==> config.mk <==
export PLATFORM = sky130hd
export DESIGN_NAME = sub_pipe
export DESIGN_NICKNAME = d
export VERILOG_FILES = /design/src/rtl/sub_pipe.sv
export SDC_FILE = /design/constraint.sdc
export NUM_CORES = 1
export LEC_CHECK = 0
export CAP_MARGIN = 20
export CORE_UTILIZATION = 54
export DETAILED_ROUTE_END_ITERATION = 16
export GPL_ROUTABILITY_DRIVEN = 0
export PLACE_DENSITY = 0.84
export RECOVER_POWER = 50
export REMOVE_ABC_BUFFERS = 1
export SETUP_SLACK_MARGIN = 0.1
export SKIP_LAST_GASP = 1
export SLEW_MARGIN = 20
export SYNTH_ARGS = -nofsm -noshare
export SYNTH_HDL_FRONTEND = slang
export SYNTH_SLANG_ARGS = --single-unit
==> constraint.sdc <==
create_clock -name clk -period 8.23 [get_ports clk]
set_clock_uncertainty 0.2 [all_clocks]
set_input_delay 1.2345 -clock clk [delete_from_list [all_inputs] [get_ports clk]]
set_output_delay 1.2345 -clock clk [all_outputs]
set_load 0.01 [all_outputs]
==> src/rtl/sub_pipe.sv <==
// sub_pipe: two-stage valid/ready pipelined signed subtractor, r = a - b at IN_WL+1 bits.
// Revision: 1.0
`default_nettype none

module sub_pipe #(
  parameter int IN_WL  = 15,
  parameter int OUT_WL = 16
) (
  input  logic              clk,
  input  logic              rstb,
  input  logic              in_valid,
  output logic              in_ready,
  input  logic [IN_WL-1:0]  a,
  input  logic [IN_WL-1:0]  b,
  output logic              out_valid,
  input  logic              out_ready,
  output logic [OUT_WL-1:0] r,
  output logic              r_zero,
  output logic              r_neg
);

  generate
    if (OUT_WL != IN_WL + 1) begin : g_bad_wl
      $error("sub_pipe: OUT_WL must equal IN_WL+1");
    end
  endgenerate

  logic              r_s1_valid;
  logic [OUT_WL-1:0] r_s1_a;
  logic [OUT_WL-1:0] r_s1_nb;
  logic              r_s2_valid;
  logic [OUT_WL-1:0] r_s2_r;
  logic              r_s2_zero;
  logic              r_s2_neg;

  logic              w_s2_en;
  logic              w_s1_en;
  logic [OUT_WL-1:0] w_sum;

  assign w_s2_en  = !r_s2_valid || out_ready;
  assign w_s1_en  = !r_s1_valid || w_s2_en;
  assign in_ready = w_s1_en;

  // Two's-complement subtraction: stage 1 holds ~b, the +1 is folded into stage 2.
  assign w_sum = r_s1_a + r_s1_nb + OUT_WL'(1);

  always_ff @(posedge clk or negedge rstb) begin
    if (!rstb) begin
      r_s1_valid <= 1'b0;
      r_s1_a     <= '0;
      r_s1_nb    <= '0;
    end else if (w_s1_en) begin
      r_s1_valid <= in_valid;
      r_s1_a     <= {a[IN_WL-1], a};
      r_s1_nb    <= ~{b[IN_WL-1], b};
    end
  end

  always_ff @(posedge clk or negedge rstb) begin
    if (!rstb) begin
      r_s2_valid <= 1'b0;
      r_s2_r     <= '0;
      r_s2_zero  <= 1'b0;
      r_s2_neg   <= 1'b0;
    end else if (w_s2_en) begin
      r_s2_valid <= r_s1_valid;
      r_s2_r     <= w_sum;
      r_s2_zero  <= (w_sum == '0);
      r_s2_neg   <= w_sum[OUT_WL-1];
    end
  end

  assign out_valid = r_s2_valid;
  assign r         = r_s2_r;
  assign r_zero    = r_s2_zero;
  assign r_neg     = r_s2_neg;

endmodule

`default_nettype wire

# Word level (Yosys, flattened, before mapping)
# Cells that the tools add are included.
# totals
reg_bits	51
inputBits	34
output_inout_bits	20
elab_cells	15
# classes
add_sub_neg	2
n_bitwise	1
n_reduce_logical	5
# op_table
op	count
16-bit by 1-bit adder with 16-bit output, second input constant	1
16-bit adder	1
16-bit zero test	1
16-bit NOT	1
1-bit zero test	2
1-bit logical OR	2

# Longest topological paths before layout
# Gate-level depths: netlist of the first run.
# logic_depth
word_depth	3
ltp_mapped	12
ltp_nobuf	12

# Worst setup path after synthesis of the first run
# OpenSTA, ideal clock, no wires.
# synth_path
path_kind	input to output
startpoint	input out_ready
endpoint	output in_ready
t_arrival_ns	2.181
t_required_ns	6.795
slack_ns	4.614
cell_stages	5
n_path_buf	3
path_cell_list	nor2b_1 > clkbuf_1 > nand2_1 > clkbuf_1 > buf_1
# synth_via
elab_chain_cells	2
# synth_rtl
item	line	text
start, declared	16	input logic out_ready,
1-bit logical OR	40	assign w_s2_en = !r_s2_valid || out_ready;
1-bit logical OR	41	assign w_s1_en = !r_s1_valid || w_s2_en;
end, declared	12	output logic in_ready,
# Every way passes these cells.

# Worst setup path after layout of the first run
# Same ends and word-level chain as after synthesis.

==> flow_summary.ini, run 1 <==
[grt]
grt_first_pass_wirelength_mm = 8.24
grt_pass1_vias = 1895
grt-ovfl-total = 0
track_usage = 0.212
grt_start_max_net_pins = 50
antenna_found_initial = 0

[placed_design]
dp_hpwl_mm = 3.47
port_buffers = 53
post_dp_cell_area_mm2 = 0.00305

[route]
vias_per_cell = 5.62
ant_nets = 0
num_vias = 1951
drt_pass1_iterations = 4
routed_wl_mm = 4.73
wl_per_cell_um = 13.6
drt_first_iter_violations = 135
drc = 0

[sta]
tns_ps = 0
finalHoldViolations = 0
fmax_ghz = 0.219
period_share = 0.554
worst_pin_slew_ps = 2500
hold_ws_ps = 284
rsz0062_at_grt = no
setup_viol = 0
maxSlewViolCount = 50
period_needed_ps = 4560
max_slew_margin = -0.670

[logic_synthesis]
ys_seq_area_frac = 0.493
async_flop_share = 1.00
synthDistinctLibCells = 46
syn_avg_cell_area_um2 = 10.3
synth_compound_area_frac = 0.174
synth_xor_area_frac = 0.0282
ys_warn_count = 0
synth-adder-area-share = 0.0836
syn_inst = 241
synth_top_family_by_area = compound AO/OA/AOI/OAI gates
ys_ff_latch = 49
synth_ff_type = dfrtp_1
synth_area_mm2 = 0.00248
synthMuxAreaShare = 0.0680
synthSimpleGateAreaFrac = 0.130
synth_edf_count = 0

[finish]
ff_latch_area_mm2 = 0.00123
n_antenna_cell = 0
fin_nets = 344
layout_commonest_cell = clkdlybuf4s50_1
final_util = 0.722
fin_area_mm2 = 0.00316
layout_common_cells = 51 x clkdlybuf4s50_1, 49 x dfrtp_1, 25 x nand2_1, 25 x a21oi_1, 25 x nor2_1
drive_gt1_frac = 0.108
num-fill-cells = 349
multi_input_area_mm2 = 0.00120
areaGrowthSynthToFinish_pct = 27.3

[clocking]
cts_resized = 0
htreeDepth = 2
numCtsBuffers = 5
cts_sinks = 49
cts_tree = built
hold_buffers = 0
clockBufferDepth = 2
cts-root-buf = clkbuf_8
clk_pin_slew_worst_paths_ps = 80
insertion_delay_ps = 310
postCtsSetupBuffers = 0

[worst_setup_path]
path_class = input port to primary output
start_kind = input port
cp.buffers_inverters = 3
critPathSlowestCell = clkbuf_1
r2r_slack_ps = 4930
slowest_delay_ps = 580
required_ps = 6800
cp_top_family = buffers and inverters
endpoint_kind = primary output
crit_chain = dlygate4sd3_1, nor2b_1, clkbuf_1, nand2_1, clkdlybuf4s50_1
arrival_ps = 3130
cp_max_fo = 19

[floorplan]
core_area_mm2 = 0.00438
die_x_um = 69.8
die-area_mm2 = 0.00488
start_util = 0.567
ioPinCount = 54
die_h_um = 69.8
num_rows = 24

[status]
violations = max-capacitance violations, max-slew violations
outcome = finished, violations left

[power]
max-vdd-ir-drop_mv = 0.128
powerDensity_mw_per_mm2 = 238
leakage_nw = 1.37

[hold_path]
hold_path_class = flop to flop

[run]
cap_violations = 1
[stage by stage]
| stage | total power [mW] | instances | setup WS [ps] |
|---|---|---|---|
| after CTS | 0.762 | 347 | 4220 |
| after floorplan | 0.466 | 232 | 4050 |
| after global placement | 0.574 | 339 | 4230 |
| after detailed placement | 0.582 | 339 | 4230 |
| final | 0.755 | 347 | 3670 |
| after global routing | 0.800 | 347 | 3530 |
[area by class of cell]
| class | count | area share |
|---|---|---|
| Clock buffer | 7 | 0.0273 |
| Sequential cell | 49 | 0.388 |
| Inverter | 5 | 0.00593 |
| Tap cell | 52 | 0.0206 |
| Clock inverter | 1 | 0.00949 |
| Multi-Input combinational cell | 178 | 0.380 |
| Timing Repair Buffer | 55 | 0.169 |
[state kept, by name (all words and copies together), names as in the netlist]
name,flops
r,16
out_valid,1
r_zero,1
r_s1_nb,15
r_s1_a,15
r_s1_valid,1
[layer usage]
layer  part of all wire  up-vias  global-route usage  routed length (um)
li1                   -      974                   -                   -
met1               0.46      926               0.270                2160
met2               0.49       44               0.358                2300
met3              0.042        7              0.0494                 201
met4              0.014        0              0.0689                  68
met5                  0        -                   0                   0
[path summary, 6_finish.rpt]
check	start	end	cells after the start
hold / removal	r_s1_valid$_DFFE_PN0P_	out_valid$_DFFE_PN0P_	1
setup / recovery	out_ready	in_ready	5
min in group asynchronous	rstb	r_s1_nb[14]$_DFFE_PN0P_	1
setup reg to reg	r_s1_a[0]$_DFFE_PN0P_	r[14]$_DFFE_PN0P_	12
hold reg to reg	r_s1_valid$_DFFE_PN0P_	out_valid$_DFFE_PN0P_	1
max in group asynchronous	rstb	r_s1_a[4]$_DFFE_PN0P_	1
[logic make-up (layout without fill, tap and decap cells)]
logic type	after synthesis	in the layout
xor gates and xnor gates	8	8
and+or+nand+nor	71	71
muxes	15	15
adders and majority gates	16	16
DFF	49	49
buffers and inverters	14	68
AOI/OAI and AO/OA	68	68
[power by group]
group / switching [mW] / internal (mW)
clock network: 0.0785 / 0.0991
registers: 0.0260 / 0.284
logic: 0.127 / 0.139
[synthesized netlist by cell type, types with 2 or more instances]
cell type	count	area, um2
xnor2_1	5	43.8
dfrtp_1	49	1230
clkbuf_1	7	26.3
o2111ai_1	2	17.5
nor3_1	5	25.0
nor2b_1	2	12.5
ha_1	15	188
o31ai_1	3	22.5
o21ai_0	13	65.1
inv_1	5	18.8
mux2_2	15	169
nand2b_1	3	18.8
a21o_1	5	37.5
nor2_1	25	93.8
a31oi_1	2	12.5
a31o_2	2	17.5
xor2_1	3	26.3
nand3_1	3	15.0
o211ai_1	2	15.0
nand2_1	25	93.8
a21oi_1	25	125
(Power assumes the default switching activity.)
==> run 2: changes to the inputs <==
CORE_UTILIZATION = 46   (was 54)
PLACE_DENSITY = 0.76   (was 0.84)
clock period = 4.06 ns   (was 8.23 ns; I/O delays follow)
==> run 2 against run 1 <==
  * The run still ends with max-capacitance violations, max-slew violations left
  * Wire length up 5.2%
  * Register-to-register slack worse by 4100 ps
  * Clock power is 98% higher
  * Global-route usage shrank 1.9 points
  * Sequential share of layout area decreased by 0.27 points
  * Total power rose by 100%
  * Hold slack lost 19 ps
  * Count of clock-buffer cells in the layout did not move
  * First-iteration DRC count fell by 34%
==> flow_summary.ini, run 2 (synthesized netlist as in run 1, its figures left out) <==
[status]
outcome = finished, violations left
violations = max-capacitance violations, max-slew violations

[finish]
fin_nets = 344
drive_gt1_frac = 0.108
n_antenna_cell = 0
final_util = 0.620
fin_area_mm2 = 0.00319
num-fill-cells = 477
fin_cells = 365
layout_commonest_cell = dfrtp_1
areaGrowthSynthToFinish_pct = 28.2
largest_register_ffs = 16
layout_common_cells = 49 x dfrtp_1, 46 x clkdlybuf4s50_1, 25 x nand2_1, 25 x a21oi_1, 25 x nor2_1

[worst_setup_path]
setup.worst_path.end = r_zero$_DFFE_PN0P_
startpoint = r_s1_nb[0]$_DFFE_PN0P_
endpoint_kind = flop
reg2reg_to = r_zero$_DFFE_PN0P_
critPathSlowestCell = fa_1
slowest_delay_ps = 420
r2r_slack_ps = 830
cp_top_family = compound AO/OA/AOI/OAI gates
cp_common_cell = inv_1
crit_chain = inv_1, ha_1, inv_1, fa_1, a211oi_2, o21ai_1, a41o_1, or4_4, a31o_1, a21oi_2, xnor2_1, o31ai_1
path_class = flop to flop
start_kind = flop
worst-path-stages = 12
required_ps = 4050
r2r_start = r_s1_nb[0]$_DFFE_PN0P_
r2r_cells = 12
cp.buffers_inverters = 2
arrival_ps = 3220
cp_max_fo = 3

[clocking]
insertion_delay_ps = 290
clockBufferDepth = 2
clk_pin_slew_worst_paths_ps = 80
cts_tree = built
cts-root-buf = clkbuf_8
cts_resized = 0
postCtsSetupBuffers = 0
cts_sinks = 49
hold_buffers = 0
htreeDepth = 2
numCtsBuffers = 5

[sta]
rsz0062_at_grt = no
setup_viol = 0
max_slew_margin = -0.699
setup_ws_ps = 827
period_needed_ps = 3230
fmax_ghz = 0.309
tns_ps = 0
period_share = 0.796
maxSlewViolCount = 50
hold_ws_ps = 265
finalHoldViolations = 0
worst_pin_slew_ps = 2550

[placed_design]
post_dp_cell_area_mm2 = 0.00308
port_buffers = 53
place_ws_ps = 875
dp.cells = 357
dp_hpwl_mm = 3.72

[floorplan]
die_x_um = 75.5
ioPinCount = 54
start_util = 0.483
num_rows = 26
core_area_mm2 = 0.00514
die_h_um = 75.5
die-area_mm2 = 0.00570

[power]
leakage_nw = 1.37
powerDensity_mw_per_mm2 = 477
max-vdd-ir-drop_mv = 0.222
power.total_mw = 1.52

[route]
routed_wl_mm = 4.98
vias_per_cell = 5.20
drt_pass1_iterations = 4
drt_first_iter_violations = 89
ant_nets = 0
wl_per_cell_um = 13.6
drc = 0
num_vias = 1898

[run]
cap_violations = 1

[grt]
grt_first_pass_wirelength_mm = 8.11
track_usage = 0.194
grt_pass1_vias = 1810
antenna_found_initial = 0
grt_start_max_net_pins = 50
grt-ovfl-total = 0

[hold_path]
hold_path_class = flop to flop
hold_depth = 2
-- run 2: cell types whose count changed in the layout (fill, tap and decap cells not counted) --
cell             previous run  this run
dlygate4sd3_1               1         6
clkdlybuf4s50_1            51        46
-- run 2: how the worst min path moves through the flow --
| stage | start | to | slack, ps |
|---|---|---|---|
| final | r[4]$_DFFE_PN0P_ | r[4]$_DFFE_PN0P_ | 260 |
| after global routing | r[3]$_DFFE_PN0P_ | r[3]$_DFFE_PN0P_ | 310 |
| after CTS | r[4]$_DFFE_PN0P_ | r[4]$_DFFE_PN0P_ | 280 |
| after detailed placement | r[4]$_DFFE_PN0P_ | r[4]$_DFFE_PN0P_ | 260 |
| after global placement | r[1]$_DFFE_PN0P_ | r[1]$_DFFE_PN0P_ | 250 |
| after floorplan | rstb | out_valid$_DFFE_PN0P_ | 110 |
-- run 2: per-layer routing --
layer  GRT usage  wire (um)  up-vias  part of all wire
met4      0.0617         49        0            0.0098
met3      0.0370        173        4             0.035
met1       0.245       2280      888              0.46
met5           0          0        -                 0
met2       0.336       2470       42              0.50
li1            -          -      964                 -
-- run 2: power by group --
group          internal, mW  switching [mW]
combinational         0.276           0.263
clock                 0.201           0.152
sequential            0.576          0.0514
total                  1.05           0.466
-- run 2: area by class of cell --
type,count,area [um2],area share
flip-flops and latches,49,1230,0.385
multi-input cells,178,1200,0.377
repair buffers,55,536,0.168
well taps,70,87.6,0.0275
clock buffers,7,86.3,0.0271
clock inverters,1,30.0,0.00942
inverters,5,18.8,0.00589
-- run 2: tightest hold or removal path, cell delays in order, from the launching register on --
cell and delay, ps:
dfrtp_1 340, nand2_1 50, nand2_1 50
